$ cat config.mk
export PLATFORM = sky130hd
export DESIGN_NAME = jtframe_ioctl_upload_flat
export DESIGN_NICKNAME = d
export VERILOG_FILES = /design/src/rtl/jtframe_ioctl_pkg.sv /design/src/rtl/jtframe_ioctl_upload_if.sv /design/src/rtl/jtframe_ioctl_upload.sv /design/src/flat_wrapper.sv
export SDC_FILE = /design/constraint.sdc
export NUM_CORES = 1
export LEC_CHECK = 0
export CAP_MARGIN = 10
export CORE_AREA = 2 2 71 73
export CTS_BUF_LIST = sky130_fd_sc_hd__clkbuf_16
export DETAILED_ROUTE_END_ITERATION = 10
export DIE_AREA = 0 0 73 75
export HOLD_SLACK_MARGIN = 0.06
export PLACE_DENSITY = 0.84
export SLEW_MARGIN = 10
export SYNTH_ARGS = -nofsm -noshare
export SYNTH_HDL_FRONTEND = slang
export SYNTH_SLANG_ARGS = --single-unit
$ cat constraint.sdc
create_clock -name clk_rom -period 3.3 [get_ports clk_rom]
set_clock_uncertainty 0.2 [all_clocks]
set_input_delay 0.66 -clock clk_rom [delete_from_list [all_inputs] [get_ports clk_rom]]
set_output_delay 0.66 -clock clk_rom [all_outputs]
set_load 0.01 [all_outputs]
$ cat src/rtl/jtframe_ioctl_pkg.sv
// Shared definitions for the HPS ioctl upload reader: FSM states and the
// HPS-side address width.
package jtframe_ioctl_pkg;

  localparam int HPS_AW = 27;

  typedef enum logic [1:0] {
    ST_IDLE = 2'd0,
    ST_LO   = 2'd1,
    ST_GAP  = 2'd2,
    ST_HI   = 2'd3
  } upl_state_e;

endpackage

$ cat src/rtl/jtframe_ioctl_upload_if.sv
// HPS ioctl upload bus plus the core-memory byte read port it drives.
interface jtframe_ioctl_upload_if
  import jtframe_ioctl_pkg::*;
#(
  parameter int AW = 25
);
  logic              ioctl_upload;
  logic              ioctl_rd;
  logic [HPS_AW-1:0] ioctl_addr;
  logic [15:0]       ioctl_din;
  logic [AW-1:0]     mem_addr;
  logic              mem_rd;
  logic [7:0]        mem_dout;
  logic              mem_ok;
  logic              busy;
  logic              ovf;

  modport slave (
    input  ioctl_upload, ioctl_rd, ioctl_addr, mem_dout, mem_ok,
    output ioctl_din, mem_addr, mem_rd, busy, ovf
  );

  modport master (
    output ioctl_upload, ioctl_rd, ioctl_addr, mem_dout, mem_ok,
    input  ioctl_din, mem_addr, mem_rd, busy, ovf
  );
endinterface

$ cat src/rtl/jtframe_ioctl_upload.sv
// HPS upload reader: each ioctl_rd fetches one (WIDE=0) or two (WIDE=1)
// bytes from core memory and publishes them atomically on ioctl_din.
module jtframe_ioctl_upload
  import jtframe_ioctl_pkg::*;
#(
  parameter int WIDE = 1,
  parameter int AW   = 25
) (
  input  logic clk_rom,
  input  logic rst,
  jtframe_ioctl_upload_if.slave bus
);

  upl_state_e    state_q, state_d;
  logic [AW-1:0] addr_q, addr_d, base;
  logic [7:0]    shadow_q, shadow_d;
  logic [15:0]   din_q, din_d;
  logic          ovf_q, ovf_d;
  logic          busy;

  generate
    if (AW < HPS_AW) begin : g_addr_hi
      logic unused_addr_hi;
      assign unused_addr_hi = ^bus.ioctl_addr[HPS_AW-1:AW];
    end
  endgenerate

  assign busy = (state_q != ST_IDLE);

  always_comb begin
    state_d  = state_q;
    addr_d   = addr_q;
    shadow_d = shadow_q;
    din_d    = din_q;
    ovf_d    = ovf_q;
    if (!bus.ioctl_upload) begin
      // Session closed: abandon any fetch, keep the last word
      state_d = ST_IDLE;
      ovf_d   = 1'b0;
    end else begin
      if (bus.ioctl_rd && busy) ovf_d = 1'b1;
      case (state_q)
        ST_IDLE: if (bus.ioctl_rd) begin
          addr_d  = bus.ioctl_addr[AW-1:0];
          state_d = ST_LO;
        end
        ST_LO: if (bus.mem_ok) begin
          shadow_d = bus.mem_dout;
          if (WIDE != 0) begin
            state_d = ST_GAP;
          end else begin
            din_d   = {8'h00, bus.mem_dout};
            state_d = ST_IDLE;
          end
        end
        ST_GAP: state_d = ST_HI;
        ST_HI: if (bus.mem_ok) begin
          din_d   = {bus.mem_dout, shadow_q};
          state_d = ST_IDLE;
        end
        default: state_d = ST_IDLE;
      endcase
    end
  end

  always_ff @(posedge clk_rom) begin
    if (rst) begin
      state_q  <= ST_IDLE;
      addr_q   <= '0;
      shadow_q <= '0;
      din_q    <= '0;
      ovf_q    <= 1'b0;
    end else begin
      state_q  <= state_d;
      addr_q   <= addr_d;
      shadow_q <= shadow_d;
      din_q    <= din_d;
      ovf_q    <= ovf_d;
    end
  end

  // Low byte sits at the even address in 16-bit mode
  assign base         = (WIDE != 0) ? (addr_q & ~AW'(1)) : addr_q;
  assign bus.mem_addr = base | AW'(state_q == ST_HI);
  assign bus.mem_rd   = (state_q == ST_LO) || (state_q == ST_HI);
  assign bus.ioctl_din = din_q;
  assign bus.busy      = busy;
  assign bus.ovf       = ovf_q;

endmodule

$ cat src/flat_wrapper.sv
// flat-port wrapper written by rule: the top's interface ports become plain ports
module jtframe_ioctl_upload_flat import jtframe_ioctl_pkg::*;
#(
  parameter int WIDE = 1,
  parameter int AW   = 25
)
  (clk_rom, rst, bus_ioctl_upload, bus_ioctl_rd, bus_ioctl_addr, bus_mem_dout, bus_mem_ok, bus_ioctl_din, bus_mem_addr, bus_mem_rd, bus_busy, bus_ovf);
  jtframe_ioctl_upload_if #(.AW(AW)) bus_i ();
  input  logic clk_rom;
  input  logic rst;
  input wire logic [$bits(bus_i.ioctl_upload)-1:0] bus_ioctl_upload;
  input wire logic [$bits(bus_i.ioctl_rd)-1:0] bus_ioctl_rd;
  input wire logic [$bits(bus_i.ioctl_addr)-1:0] bus_ioctl_addr;
  input wire logic [$bits(bus_i.mem_dout)-1:0] bus_mem_dout;
  input wire logic [$bits(bus_i.mem_ok)-1:0] bus_mem_ok;
  output wire logic [$bits(bus_i.ioctl_din)-1:0] bus_ioctl_din;
  output wire logic [$bits(bus_i.mem_addr)-1:0] bus_mem_addr;
  output wire logic [$bits(bus_i.mem_rd)-1:0] bus_mem_rd;
  output wire logic [$bits(bus_i.busy)-1:0] bus_busy;
  output wire logic [$bits(bus_i.ovf)-1:0] bus_ovf;
  assign bus_i.ioctl_upload = bus_ioctl_upload;
  assign bus_i.ioctl_rd = bus_ioctl_rd;
  assign bus_i.ioctl_addr = bus_ioctl_addr;
  assign bus_i.mem_dout = bus_mem_dout;
  assign bus_i.mem_ok = bus_mem_ok;
  assign bus_ioctl_din = bus_i.ioctl_din;
  assign bus_mem_addr = bus_i.mem_addr;
  assign bus_mem_rd = bus_i.mem_rd;
  assign bus_busy = bus_i.busy;
  assign bus_ovf = bus_i.ovf;
  jtframe_ioctl_upload #(.WIDE(WIDE), .AW(AW)) u_core (.clk_rom(clk_rom), .rst(rst), .bus(bus_i));
endmodule
## After elaboration in Yosys (flattened, before gate mapping)

Index checks and enable logic that the tools add are counted.

- Input bits: 40
- Output and inout port bits: 44
- Word-level logic and storage cells: 26
- Register bits after elaboration: 52

- Reductions and logical operators: 9
- Eq/ne operators: 6
- Multiplexer cells: 4
- Bitwise logic cells: 2

Operator list:

| operator | count |
|---|---|
| 25-bit by 1-bit OR with 25-bit output | 1 |
| 3-bit AND reduction | 4 |
| 2-bit one-hot mux with 4 select lines | 1 |
| 2-bit two-way mux | 3 |
| 2-bit != test (second input constant) | 3 |
| 2-bit equality test (second input constant) | 2 |
| 2-bit by 1-bit equality test with 1-bit output (second input constant) | 1 |
| 2-bit zero test | 1 |
| 2-bit nonzero test | 1 |
| 2-bit OR reduction | 1 |
| 1-bit logical AND | 1 |
| 1-bit logical OR | 1 |
| 1-bit NOT | 1 |

## Longest topological paths before layout

- Word-level depth: 3
- Mapped depth: 7
- Gate-level depth less buffers: 5

## Worst setup path after synthesis

OpenSTA, ideal clock, no wires.

- Path type: reg-to-output
- Start point: reg u_core.state_q[1]
- End point: out bus_mem_rd
- Data arrival time: 0.823 ns
- Buffers on the path: 0
- Data required time: 2.440 ns
- Slack: 1.617 ns
- Cell stages (with the launch flop): 5
- Path through: dfxtp_1 > inv_1 > ha_1 > nor2_1 > inv_1

- Cells in the longest elaborated chain, start to end: 2
- Elaborated cells between the ends (all ways): 3
- Those cells by class: 2 x eq/ne; 1 x reduce/logical

RTL lines:

| element | line | text |
|---|---|---|
| from (decl) | jtframe_ioctl_upload.sv:14 | `upl_state_e state_q, state_d;` |
| from (signal assigned) | jtframe_ioctl_upload.sv:74 | `state_q <= state_d;` |
| 2-bit by 1-bit equality test with 1-bit output or 2-bit equality test (tied branches) | jtframe_ioctl_upload.sv:85 | `assign bus.mem_rd = (state_q == ST_LO) \|\| (state_q == ST_HI);` |
| 1-bit logical OR (*) | jtframe_ioctl_upload.sv:85 |  |
| to (decl) | flat_wrapper.sv:18 | `output wire logic [$bits(bus_i.mem_rd)-1:0] bus_mem_rd;` |

Every way passes the cells marked *; elsewhere a longest branch is shown, timed or not.

## Final worst setup path

- Start point: reg u_core.state_q[0]
- End point: out bus_busy

- Cells in the longest elaborated chain, start to end: 1

RTL lines:

| element | line | text |
|---|---|---|
| 2-bit nonzero test | jtframe_ioctl_upload.sv:28 | `assign busy = (state_q != ST_IDLE);` |
| to (decl) | flat_wrapper.sv:19 | `output wire logic [$bits(bus_i.busy)-1:0] bus_busy;` |

Every way passes these cells.

==> impl_results.md <==
- Crit path max-delay cell type: clkdlybuf4s50_1
- H-tree depth: 2
- Vias: 1741
- Sequential cell area: 0.00102 sq mm
- CTS tree: done
- Slew margin rel.: 59.4%
- Hold Vio Cnt, Final: 0
- Final setup vio count: 0
- Post-cts sizing count: 0
- Clk sinks: 51
- Slew @ Worst Pin: 0.607 ns
- Period utilisation layout: 76.2%
- Dominant synthesized flop cell: dfxtp_1
- DRT Wirelength: 4530 microns
- Routed WL per cell: 12.7 microns
- Die ar.: 0.00548 sq mm
- Final setup TNS: 0 ns
- Lkg Pwr: 0.00110 uW
- CTS Hold Buffers Added: 0
- Multi-input logic area: 960 sq um
- Maxcap violations: 0
- Post-detail-place hpwl: 3210 microns
- Setup ws final: 0.785 ns
- Initial Util: 45.4%
- Setup Fix Bufs, Post-CTS: 0
- Post-Synthesis Cell Area: 0.00212 sq mm
- Worst hold-check path type: flip-flop to flip-flop
- RD Place Congestion: 0.764
- Status: completed
- Antenna Nets Post-Route: 0
- Clk pin slew, worst setup/hold paths: 0.07 ns
- Startpoint Class: flip-flop
- Number of enable flip-flop cells after synthesis: 0
- Max stage delay on crit path: 0.54 ns
- Area grow syn2layout: 43.4%
- Count of nets after finishing: 348
- Inserted Diodes: 0
- Die span in y: 75 microns
- CP dominant cell by count: inv_1
- First-pass GRT wire length: 7250 microns
- Worst slack, placed: 0.902 ns
- Layout cell share with drive strength beyond 1: 24.7%
- Total track usage: 17.3%
- Vias in the first global route: 1671
- Synth Instances: 225
- Die X: 73 microns
- Num rows: 25
- Synth Register Bits: 51
- GRT overflow: 0
- WHS: 0.250 ns
- Finished Core Util: 65.1%
- Crit-path cells: inv_1, ha_1, inv_1, clkdlybuf4s50_1
- Share of synthesized area occupied by flip-flops and latches: 48.3%
- Antenna violations before repair: 0
- Synth Area in Adders: 2.96%
- GR Util met3: 6.16%
- Starting DRT DRC Count: 90
- Simple-gate portion of the synthesized area: 22.1%
- Pin count of the biggest net entering global routing: 31
- CTS Buf Count: 5
- Post-synthesis net count: 270
- Xor/xnor share of the synthesized area: 0%
- Worst endpoint data arrival time: 1.66 ns
- Core box area: 0.00466 sq mm
- Max Clk Rate: 398 MHz
- CP max FO: 4
- Cell variety after synth: 21
- Mux cell area share after synthesis: 4.73%
- Worst VDD drop: 0.000319 V
- RSZ-0062 raised after global routing: no
- DR DRC count: 0
- Grt met1 use: 19.6%
- Via-to-Cell Ratio: 4.86
- Fill count: 400
- Fin crit period: 2.52 ns
- Port-buffer cells: 80
- CP bufs+invs: 3
- Largest family of logic cells by synthesized area: simple AND/OR/NAND/NOR gates
- Mean Syn Cell Area: 9.40 sq um
- Post-synth ARST share: 0%
- Crit path max-delay family: buffers and inverters
- Root Driver: clkbuf_16
- Power Density: 433 mW/mm^2
- Post-synthesis compound-gate area fraction: 15.6%
- CP Data Required Time: 2.44 ns
- Yosys warns: 0
- Total power: 1310 uW
- Drt first pass iters: 3
- Final-report max-slew violation count: 0
- Clk buf depth: 2
- CP endpoint kind: primary output
- Clock Latency Late Sink: 0.29 ns
- GR met2 Demand/Resource: 30.0%
- GRT busiest layer: met2
- Critical path type: flip-flop to primary output
- Io pins: 84
area by class of cell:
class	instances	share of cell area [%]
flip-flops and latches	51	33.6
multi-input cells	157	31.6
repair buffers	84	27.2
clock buffers	5	4.12
well taps	54	2.23
clock inverters	3	0.660
inverters	4	0.495
worst paths after layout:
| path | from | endpoint | slack [ns] | cells past startpoint |
|---|---|---|---|---|
| hold / removal | u_core.shadow_q[4]$_SDFFE_PP0P_ | u_core.bus.ioctl_din[4]$_SDFFE_PP0P_ | 0.25 | 2 |
| hold reg to reg | u_core.shadow_q[4]$_SDFFE_PP0P_ | u_core.bus.ioctl_din[4]$_SDFFE_PP0P_ | 0.25 | 2 |
| setup reg to reg | u_core.state_q[0]$_SDFFE_PP0P_ | u_core.bus.ioctl_din[9]$_SDFFE_PP0P_ | 1.58 | 4 |
| setup / recovery | u_core.state_q[0]$_SDFFE_PP0P_ | bus_busy | 0.78 | 4 |
where the power goes:
group	internal (uW)	switching, uW
registers	633	9.84
logic	91.5	78.3
clock network	279	222
cell usage after synthesis (2+ instances only):
cell type | count | area (sq um)
and3_1 | 2 | 12.5
nand2_1 | 53 | 199
nor2_1 | 9 | 33.8
buf_6 | 2 | 22.5
a21oi_1 | 11 | 55.1
a21oi_2 | 30 | 263
buf_12 | 3 | 60.1
nand2_2 | 30 | 188
inv_1 | 4 | 15.0
dfxtp_1 | 51 | 1020
ha_1 | 5 | 62.6
buf_2 | 6 | 30.0
nand3_1 | 2 | 10.0
mux2i_1 | 10 | 100
metrics by stage:
step / instances / area (sq um)
detailed placement: 350 / 2890
global placement: 350 / 2890
floorplan: 225 / 2120
global route: 358 / 3030
CTS: 358 / 3030
finish: 358 / 3030
registers in the layout, indices dropped and copies added, names as in the netlist:
name                  count
u_core.addr_q            24
u_core.bus.ioctl_din     16
u_core.bus.ovf            1
u_core.shadow_q           8
u_core.state_q            2
layout by cell type (no fill, tap or decap):
| master | instances |
|---|---|
| a21oi_1 | 11 |
| a21oi_2 | 30 |
| and2b_2 | 1 |
| and3_1 | 2 |
| buf_2 | 1 |
| buf_4 | 4 |
| clkbuf_16 | 5 |
| clkdlybuf4s50_1 | 79 |
| clkinv_2 | 1 |
| clkinvlp_4 | 2 |
| dfxtp_1 | 51 |
| ha_1 | 5 |
| inv_1 | 4 |
| mux2i_1 | 10 |
| nand2_1 | 53 |
| nand2_2 | 30 |
| nand3_1 | 2 |
| nand3_2 | 1 |
| nor2_1 | 9 |
| nor2b_1 | 1 |
| o21ai_0 | 1 |
| o22ai_1 | 1 |
worst min-delay path, cell delays in order (launching register included):
cell and delay [ns]:
dfxtp_1 0.31, nand2_1 0.05, a21oi_1 0.05
logic make-up (layout without fill, tap and decap cells):
kind of cell | Yosys count | after routing
simple gates | 99 | 99
mux | 10 | 10
compound gates | 43 | 43
buf+inv | 17 | 96
fa+ha+maj | 5 | 5
flops | 51 | 51
layer usage:
| metal | up-vias | wire length [microns] |
|---|---|---|
| met2 | 57 | 2190 |
| met3 | 7 | 316 |
| li1 | 876 | - |
| met5 | - | 0 |
| met4 | 0 | 55 |
| met1 | 801 | 1970 |
Power figures use the tool's default switching activity.
